==> src/rtl/cnn_pkg.sv <==
// Types and defaults shared by the CNN streaming blocks.
// Pixels are signed and are passed between stages bit-exactly.
package cnn_pkg;
    localparam int DATA_W    = 8;
    localparam int IMG_W_DEF = 28;
    localparam int IMG_H_DEF = 28;

    typedef logic signed [DATA_W-1:0] pixel_t;

    typedef enum logic [1:0] {
        ST_IDLE    = 2'd0,
        ST_ROW_TOP = 2'd1,
        ST_ROW_BOT = 2'd2
    } pool_win_state_t;

    // Index width for a counter or address over n entries; a 1-entry range still needs one bit.
    function automatic int idx_w(input int n);
        return (n > 1) ? $clog2(n) : 1;
    endfunction
endpackage

==> src/rtl/pool_window_gen_if.sv <==
// Pixel stream in, 2x2 window strobe out, plus frame control.
// The master side is the producer/consumer; the slave side is the window generator.
interface pool_window_gen_if;
    import cnn_pkg::*;

    logic   start;
    logic   in_valid;
    pixel_t in_data;
    logic   win_valid;
    pixel_t win_tl;
    pixel_t win_tr;
    pixel_t win_bl;
    pixel_t win_br;
    logic   busy;
    logic   frame_done;

    modport master (
        output start, in_valid, in_data,
        input  win_valid, win_tl, win_tr, win_bl, win_br, busy, frame_done
    );

    modport slave (
        input  start, in_valid, in_data,
        output win_valid, win_tl, win_tr, win_bl, win_br, busy, frame_done
    );
endinterface

==> src/rtl/pair_line_buffer.sv <==
// Half-row buffer of horizontal pixel pairs from the top row of each 2x2 block.
// Synchronous write, asynchronous read, so it maps onto distributed RAM.
module pair_line_buffer #(
    parameter int DEPTH  = 14,
    parameter int ADDR_W = 4,
    parameter int WIDTH  = 16
) (
    input  logic              clk,
    input  logic              wr_en,
    input  logic [ADDR_W-1:0] wr_addr,
    input  logic [WIDTH-1:0]  wr_data,
    input  logic [ADDR_W-1:0] rd_addr,
    output logic [WIDTH-1:0]  rd_data
);
    logic [WIDTH-1:0] mem [DEPTH];

    always_ff @(posedge clk) begin
        if (wr_en) mem[wr_addr] <= wr_data;
    end

    assign rd_data = mem[rd_addr];
endmodule

==> src/rtl/pool_window_gen.sv <==
// Streaming stride-2 2x2 window generator feeding the max-pooling stage.
// state      | meaning
// ST_IDLE    | waiting for start; in_valid ignored
// ST_ROW_TOP | even row: pair pixels into the line buffer
// ST_ROW_BOT | odd row: combine with buffered pair, emit windows
module pool_window_gen
    import cnn_pkg::*;
#(
    parameter int IMG_W = IMG_W_DEF,
    parameter int IMG_H = IMG_H_DEF
) (
    input logic              clk,
    input logic              reset,
    pool_window_gen_if.slave bus
);
    localparam int COL_W  = idx_w(IMG_W);
    localparam int ROW_W  = idx_w(IMG_H);
    localparam int ADDR_W = idx_w(IMG_W / 2);
    localparam logic [COL_W-1:0] COL_LAST = COL_W'(IMG_W - 1);
    localparam logic [ROW_W-1:0] ROW_LAST = ROW_W'(IMG_H - 1);

    pool_win_state_t     state, next_state;
    logic [COL_W-1:0]    col;
    logic [ROW_W-1:0]    row;
    pixel_t              left;
    logic                accept, last_col, last_row;
    logic                wr_en, fire;
    logic [ADDR_W-1:0]   pair_addr;
    logic [2*DATA_W-1:0] rd_pair;

    assign accept    = bus.in_valid && (state != ST_IDLE);
    assign last_col  = (col == COL_LAST);
    assign last_row  = (row == ROW_LAST);
    assign pair_addr = ADDR_W'(col >> 1);
    assign bus.busy  = (state != ST_IDLE);

    always_ff @(posedge clk) begin
        if (reset) state <= ST_IDLE;
        else       state <= next_state;
    end

    always_comb begin
        next_state = state;
        wr_en      = 1'b0;
        fire       = 1'b0;
        case (state)
            ST_IDLE: begin
                if (bus.start) next_state = ST_ROW_TOP;
            end
            ST_ROW_TOP: begin
                wr_en = accept && col[0];
                if (accept && last_col) next_state = ST_ROW_BOT;
            end
            ST_ROW_BOT: begin
                fire = accept && col[0];
                if (accept && last_col) next_state = last_row ? ST_IDLE : ST_ROW_TOP;
            end
            default: next_state = ST_IDLE;
        endcase
    end

    // Counters wrap at the end of the frame too, so they are already zero at the next start.
    always_ff @(posedge clk) begin
        if (reset || (state == ST_IDLE && bus.start)) begin
            col <= '0;
            row <= '0;
        end else if (accept) begin
            if (last_col) begin
                col <= '0;
                row <= last_row ? '0 : row + 1'b1;
            end else begin
                col <= col + 1'b1;
            end
        end
    end

    always_ff @(posedge clk) begin
        if (reset)                   left <= '0;
        else if (accept && !col[0])  left <= bus.in_data;
    end

    pair_line_buffer #(
        .DEPTH  (IMG_W / 2),
        .ADDR_W (ADDR_W),
        .WIDTH  (2 * DATA_W)
    ) u_pair_buf (
        .clk     (clk),
        .wr_en   (wr_en),
        .wr_addr (pair_addr),
        .wr_data ({left, bus.in_data}),
        .rd_addr (pair_addr),
        .rd_data (rd_pair)
    );

    always_ff @(posedge clk) begin
        if (reset) begin
            bus.win_valid  <= 1'b0;
            bus.frame_done <= 1'b0;
            bus.win_tl     <= '0;
            bus.win_tr     <= '0;
            bus.win_bl     <= '0;
            bus.win_br     <= '0;
        end else begin
            bus.win_valid  <= fire;
            bus.frame_done <= fire && last_col && last_row;
            if (fire) begin
                bus.win_tl <= pixel_t'(rd_pair[2*DATA_W-1:DATA_W]);
                bus.win_tr <= pixel_t'(rd_pair[DATA_W-1:0]);
                bus.win_bl <= left;
                bus.win_br <= bus.in_data;
            end
        end
    end
endmodule

==> src/flat_wrapper.sv <==
// flat-port wrapper written by rule: the top's interface ports become plain ports
module pool_window_gen_flat import cnn_pkg::*;
#(
    parameter int IMG_W = IMG_W_DEF,
    parameter int IMG_H = IMG_H_DEF
)
  (clk, reset, bus_start, bus_in_valid, bus_in_data, bus_win_valid, bus_win_tl, bus_win_tr, bus_win_bl, bus_win_br, bus_busy, bus_frame_done);
  pool_window_gen_if bus_i ();
  input logic clk;
  input logic reset;
  input wire logic [$bits(bus_i.start)-1:0] bus_start;
  input wire logic [$bits(bus_i.in_valid)-1:0] bus_in_valid;
  input wire logic [$bits(bus_i.in_data)-1:0] bus_in_data;
  output wire logic [$bits(bus_i.win_valid)-1:0] bus_win_valid;
  output wire logic [$bits(bus_i.win_tl)-1:0] bus_win_tl;
  output wire logic [$bits(bus_i.win_tr)-1:0] bus_win_tr;
  output wire logic [$bits(bus_i.win_bl)-1:0] bus_win_bl;
  output wire logic [$bits(bus_i.win_br)-1:0] bus_win_br;
  output wire logic [$bits(bus_i.busy)-1:0] bus_busy;
  output wire logic [$bits(bus_i.frame_done)-1:0] bus_frame_done;
  assign bus_i.start = bus_start;
  assign bus_i.in_valid = bus_in_valid;
  assign bus_i.in_data = bus_in_data;
  assign bus_win_valid = bus_i.win_valid;
  assign bus_win_tl = bus_i.win_tl;
  assign bus_win_tr = bus_i.win_tr;
  assign bus_win_bl = bus_i.win_bl;
  assign bus_win_br = bus_i.win_br;
  assign bus_busy = bus_i.busy;
  assign bus_frame_done = bus_i.frame_done;
  pool_window_gen #(.IMG_W(IMG_W), .IMG_H(IMG_H)) u_core (.clk(clk), .reset(reset), .bus(bus_i));
endmodule
==> config.mk <==
export PLATFORM = sky130hd
export DESIGN_NAME = pool_window_gen_flat
export DESIGN_NICKNAME = d
export VERILOG_FILES = /design/src/rtl/cnn_pkg.sv /design/src/rtl/pool_window_gen_if.sv /design/src/rtl/pair_line_buffer.sv /design/src/rtl/pool_window_gen.sv /design/src/flat_wrapper.sv
export SDC_FILE = /design/constraint.sdc
export NUM_CORES = 1
export LEC_CHECK = 0
export BUFFER_PORTS_ARGS = -buffer_cell sky130_fd_sc_hd__buf_4
export CORE_MARGIN = 5
export CORE_UTILIZATION = 68
export CTS_BUF_LIST = sky130_fd_sc_hd__clkbuf_8
export DETAILED_ROUTE_END_ITERATION = 8
export PLACE_DENSITY = 0.95
export SLEW_MARGIN = 5
export SYNTH_ARGS = -nofsm -noshare
export SYNTH_HDL_FRONTEND = slang
export SYNTH_HIERARCHICAL = 1
export SYNTH_SLANG_ARGS = --single-unit
==> constraint.sdc <==
create_clock -name clk -period 6.7 [get_ports clk]
set_clock_uncertainty 0.15 [all_clocks]
set_input_delay 0.335 -clock clk [delete_from_list [all_inputs] [get_ports clk]]
set_output_delay 0.335 -clock clk [all_outputs]
set_load 0.03 [all_outputs]
==> results_dict.tcl <==
set metrics [dict create \
    status "finished, final reports clean" \
    grt_pass1_vias 6631 \
    timing.hold.ws_ns 0.0304 \
    synth_area_leaders "edfxtp_1, dfxtp_1, mux4_2" \
    drc 0 \
    synth-compound-area-share_pct 5.52 \
    clkPwrFrac_pct 40.0 \
    path_clk_slew_ns 0.06 \
    yosysUniqueCellTypes 44 \
    synth_fa_ha_area_share_pct 0.233 \
    antenna_found_initial 0 \
    initial_utilization_pct 68.5 \
    cts_buffers 43 \
    syn2layout_area_growth_pct 13.2 \
    power_frac_comb_pct 1.5 \
    p_switching_uw 687 \
    globalRouteOverflowTotal 0 \
    power.density_nw_per_um2 265 \
    synth_edf_count 224 \
    grt_pass1_wl_um 39200 \
    die_y_um 136 \
    io_buffers 46 \
    dieArea_um2 18400 \
    placed_area_um2 11300 \
    via_per_inst 6.89 \
    async_reset_ff_share_pct 0 \
    synthXorXnorAreaFrac_pct 0 \
    synthSimpleGateAreaFrac_pct 5.47 \
    cts_max_path_buffers 3 \
    internal_power_mw 2.52 \
    layout_min_cycle_time_ns 3.10 \
    nets 726 \
    die_width_um 136 \
    clock_sinks 278 \
    grt_max_degree 59 \
    clk_latency_ns 0.56 \
    ios 47 \
    setup_violations 0 \
    syn_area_per_cell_um2 16.8 \
    ys.flop_type "edfxtp_1" \
    synth_fp_nets 651 \
    cp-end-kind "register" \
    synth_area_leader_cell "edfxtp_1" \
    htreeDepth 2 \
    worst_pin_slew_ns 1.32 \
    final-hold-violation-count 0 \
    ant_nets 0 \
    grt_setup_unrepaired "false" \
    worst_slack_ns 3.60 \
    path_max_fanout 16 \
    yosysTopAreaCellShare_pct 62.7 \
    post-route-util_pct 77.5 \
    post-dp-hpwl_um 14800 \
    drive_gt1_share_pct 24.5 \
    timing.fmax_ghz 0.323 \
    arrival_ns 3.20 \
    ir_drop_v 0.000154 \
    yosys_warnings 6 \
    place_congestion 0.846 \
    floorplan.rows 46 \
    grt_usage_pct 29.2 \
    slew_violations 0 \
    synthMuxAreaShare_pct 13.7 \
    postCtsSetupRepairBufs 0 \
    p_sw_share_pct 21.4 \
    netlist_area_um2 10700 \
    cts_resized 0 \
    period_share_pct 46.2 \
    maxCapViolCount 0 \
    criticalPathCategory "register to register" \
    wirelength_um 26100 \
    dr_total_vias 6625 \
    ys_seq_elements 278 \
    slew_headroom_pct 11.8 \
    wl_per_cell_um 27.2 \
    design_area_um2 12100 \
    dp_worst_setup_slack_ns 3.31 \
    drtPass1Iterations 6 \
    power_leakage_nw 4.00 \
    cts_tree "built" \
    hp-class "input port to register" \
    synth_top_family_by_area "multiplexers" \
    drtIter0Drc 960 \
    start_kind "register" \
    cts-root-buf "clkbuf_8" \
    seq_area_frac_synth_pct 72.8 \
    crit_required_ns 6.80 \
    seqPwrFrac_pct 58.5 \
    most-common-layout-cells "edfxtp_1, nand2_1, buf_4, a21oi_1, dfxtp_1" \
    core_area_um2 15700 \
    final_common_cell "edfxtp_1" \
    diodes 0 \
    finalSetupTns_ns 0 \
    syn_inst 637 \
]
[cell usage after synthesis (5+ instances only)]
library cell and n:
mux2_2 16, mux4_2 39, nor3_1 5, buf_6 5
clkbuf_1 13, nand3_1 13, nand2_1 69, nand4b_1 6
o21ai_0 12, nor2_1 13, o22ai_1 16, edfxtp_1 224
a21oi_1 63, mux2i_1 17, dfxtp_1 54, mux4_1 9
buf_2 19
[registers in the layout, summed over array words and instances, names as in the netlist, 5 cells and up]
| register | flops |
|---|---|
| u_core/bus.win_tr | 8 |
| u_core/u_pair_buf/mem | 224 |
| u_core/left | 8 |
| u_core/col | 5 |
| u_core/bus.win_tl | 8 |
| u_core/bus.win_bl | 8 |
| u_core/bus.win_br | 8 |
| u_core/row | 5 |
[per-layer routing]
layer | track usage, % | wire length [um] | vias to the layer above
met1 | 38.1 | 8660 | 3261
li1 | - | - | 2670
met2 | 48.7 | 13200 | 580
met5 | 0 | 0 | -
met3 | 5.65 | 3070 | 114
met4 | 12.7 | 1180 | 0
[critical path, stage by stage (launching register included)]
cell and delay (ns):
dfxtp_1 0.67, and4b_1 0.39, or3b_2 0.52, nor3_2 0.74, buf_4 0.33
[power groups by stage]
stage                     registers, mW  clock network, mW  logic [mW]
after CTS                          1.88               1.29      0.0476
final                              1.88               1.29      0.0491
after global placement             1.91                  0      0.0397
after detailed placement           1.91                  0      0.0437
after floorplan                    1.91                  0      0.0224
after global routing               1.88               1.38      0.0516
[cell type report]
type / count / area (um2)
Multi-Input combinational cell: 313 / 2690
Sequential cell: 278 / 7810
Clock buffer: 47 / 647
Tap cell: 216 / 270
Inverter: 5 / 18.8
Timing Repair Buffer: 71 / 553
Clock inverter: 32 / 136
Fill cell: 796 / 3520
[what timing repair did]
item                                   4_1_cts  5_1_grt
endpoints found under the hold margin      114        0
setup endpoints to repair                    0        0
hold buffers                                 8        0
[logic make-up after synthesis]
kind of cell    count (synthesis)
flops                         278
fa+ha+maj                       2
mux                            81
buf+inv                        46
compound gates                105
simple gates                  125
[stage by stage]
stage	power (mW)	std cells
global route	3.31	962
detailed placement	1.96	875
global placement	1.95	875
floorplan	1.93	637
finish	3.21	962
CTS	3.22	962
[final timing paths]
path / from / to / slack (ns) / depth (start not counted)
setup / recovery: u_core/col[0] / u_core/u_pair_buf/mem[0][4] / 3.60 / 4
hold / removal: bus_in_valid / u_core/row[3] / 0.03 / 3
setup reg to reg: u_core/col[0] / u_core/u_pair_buf/mem[0][4] / 3.60 / 4
hold reg to reg: u_core/bus.win_tl[3] / u_core/bus.win_tl[3] / 0.31 / 2
(Power assumes the default switching activity.)
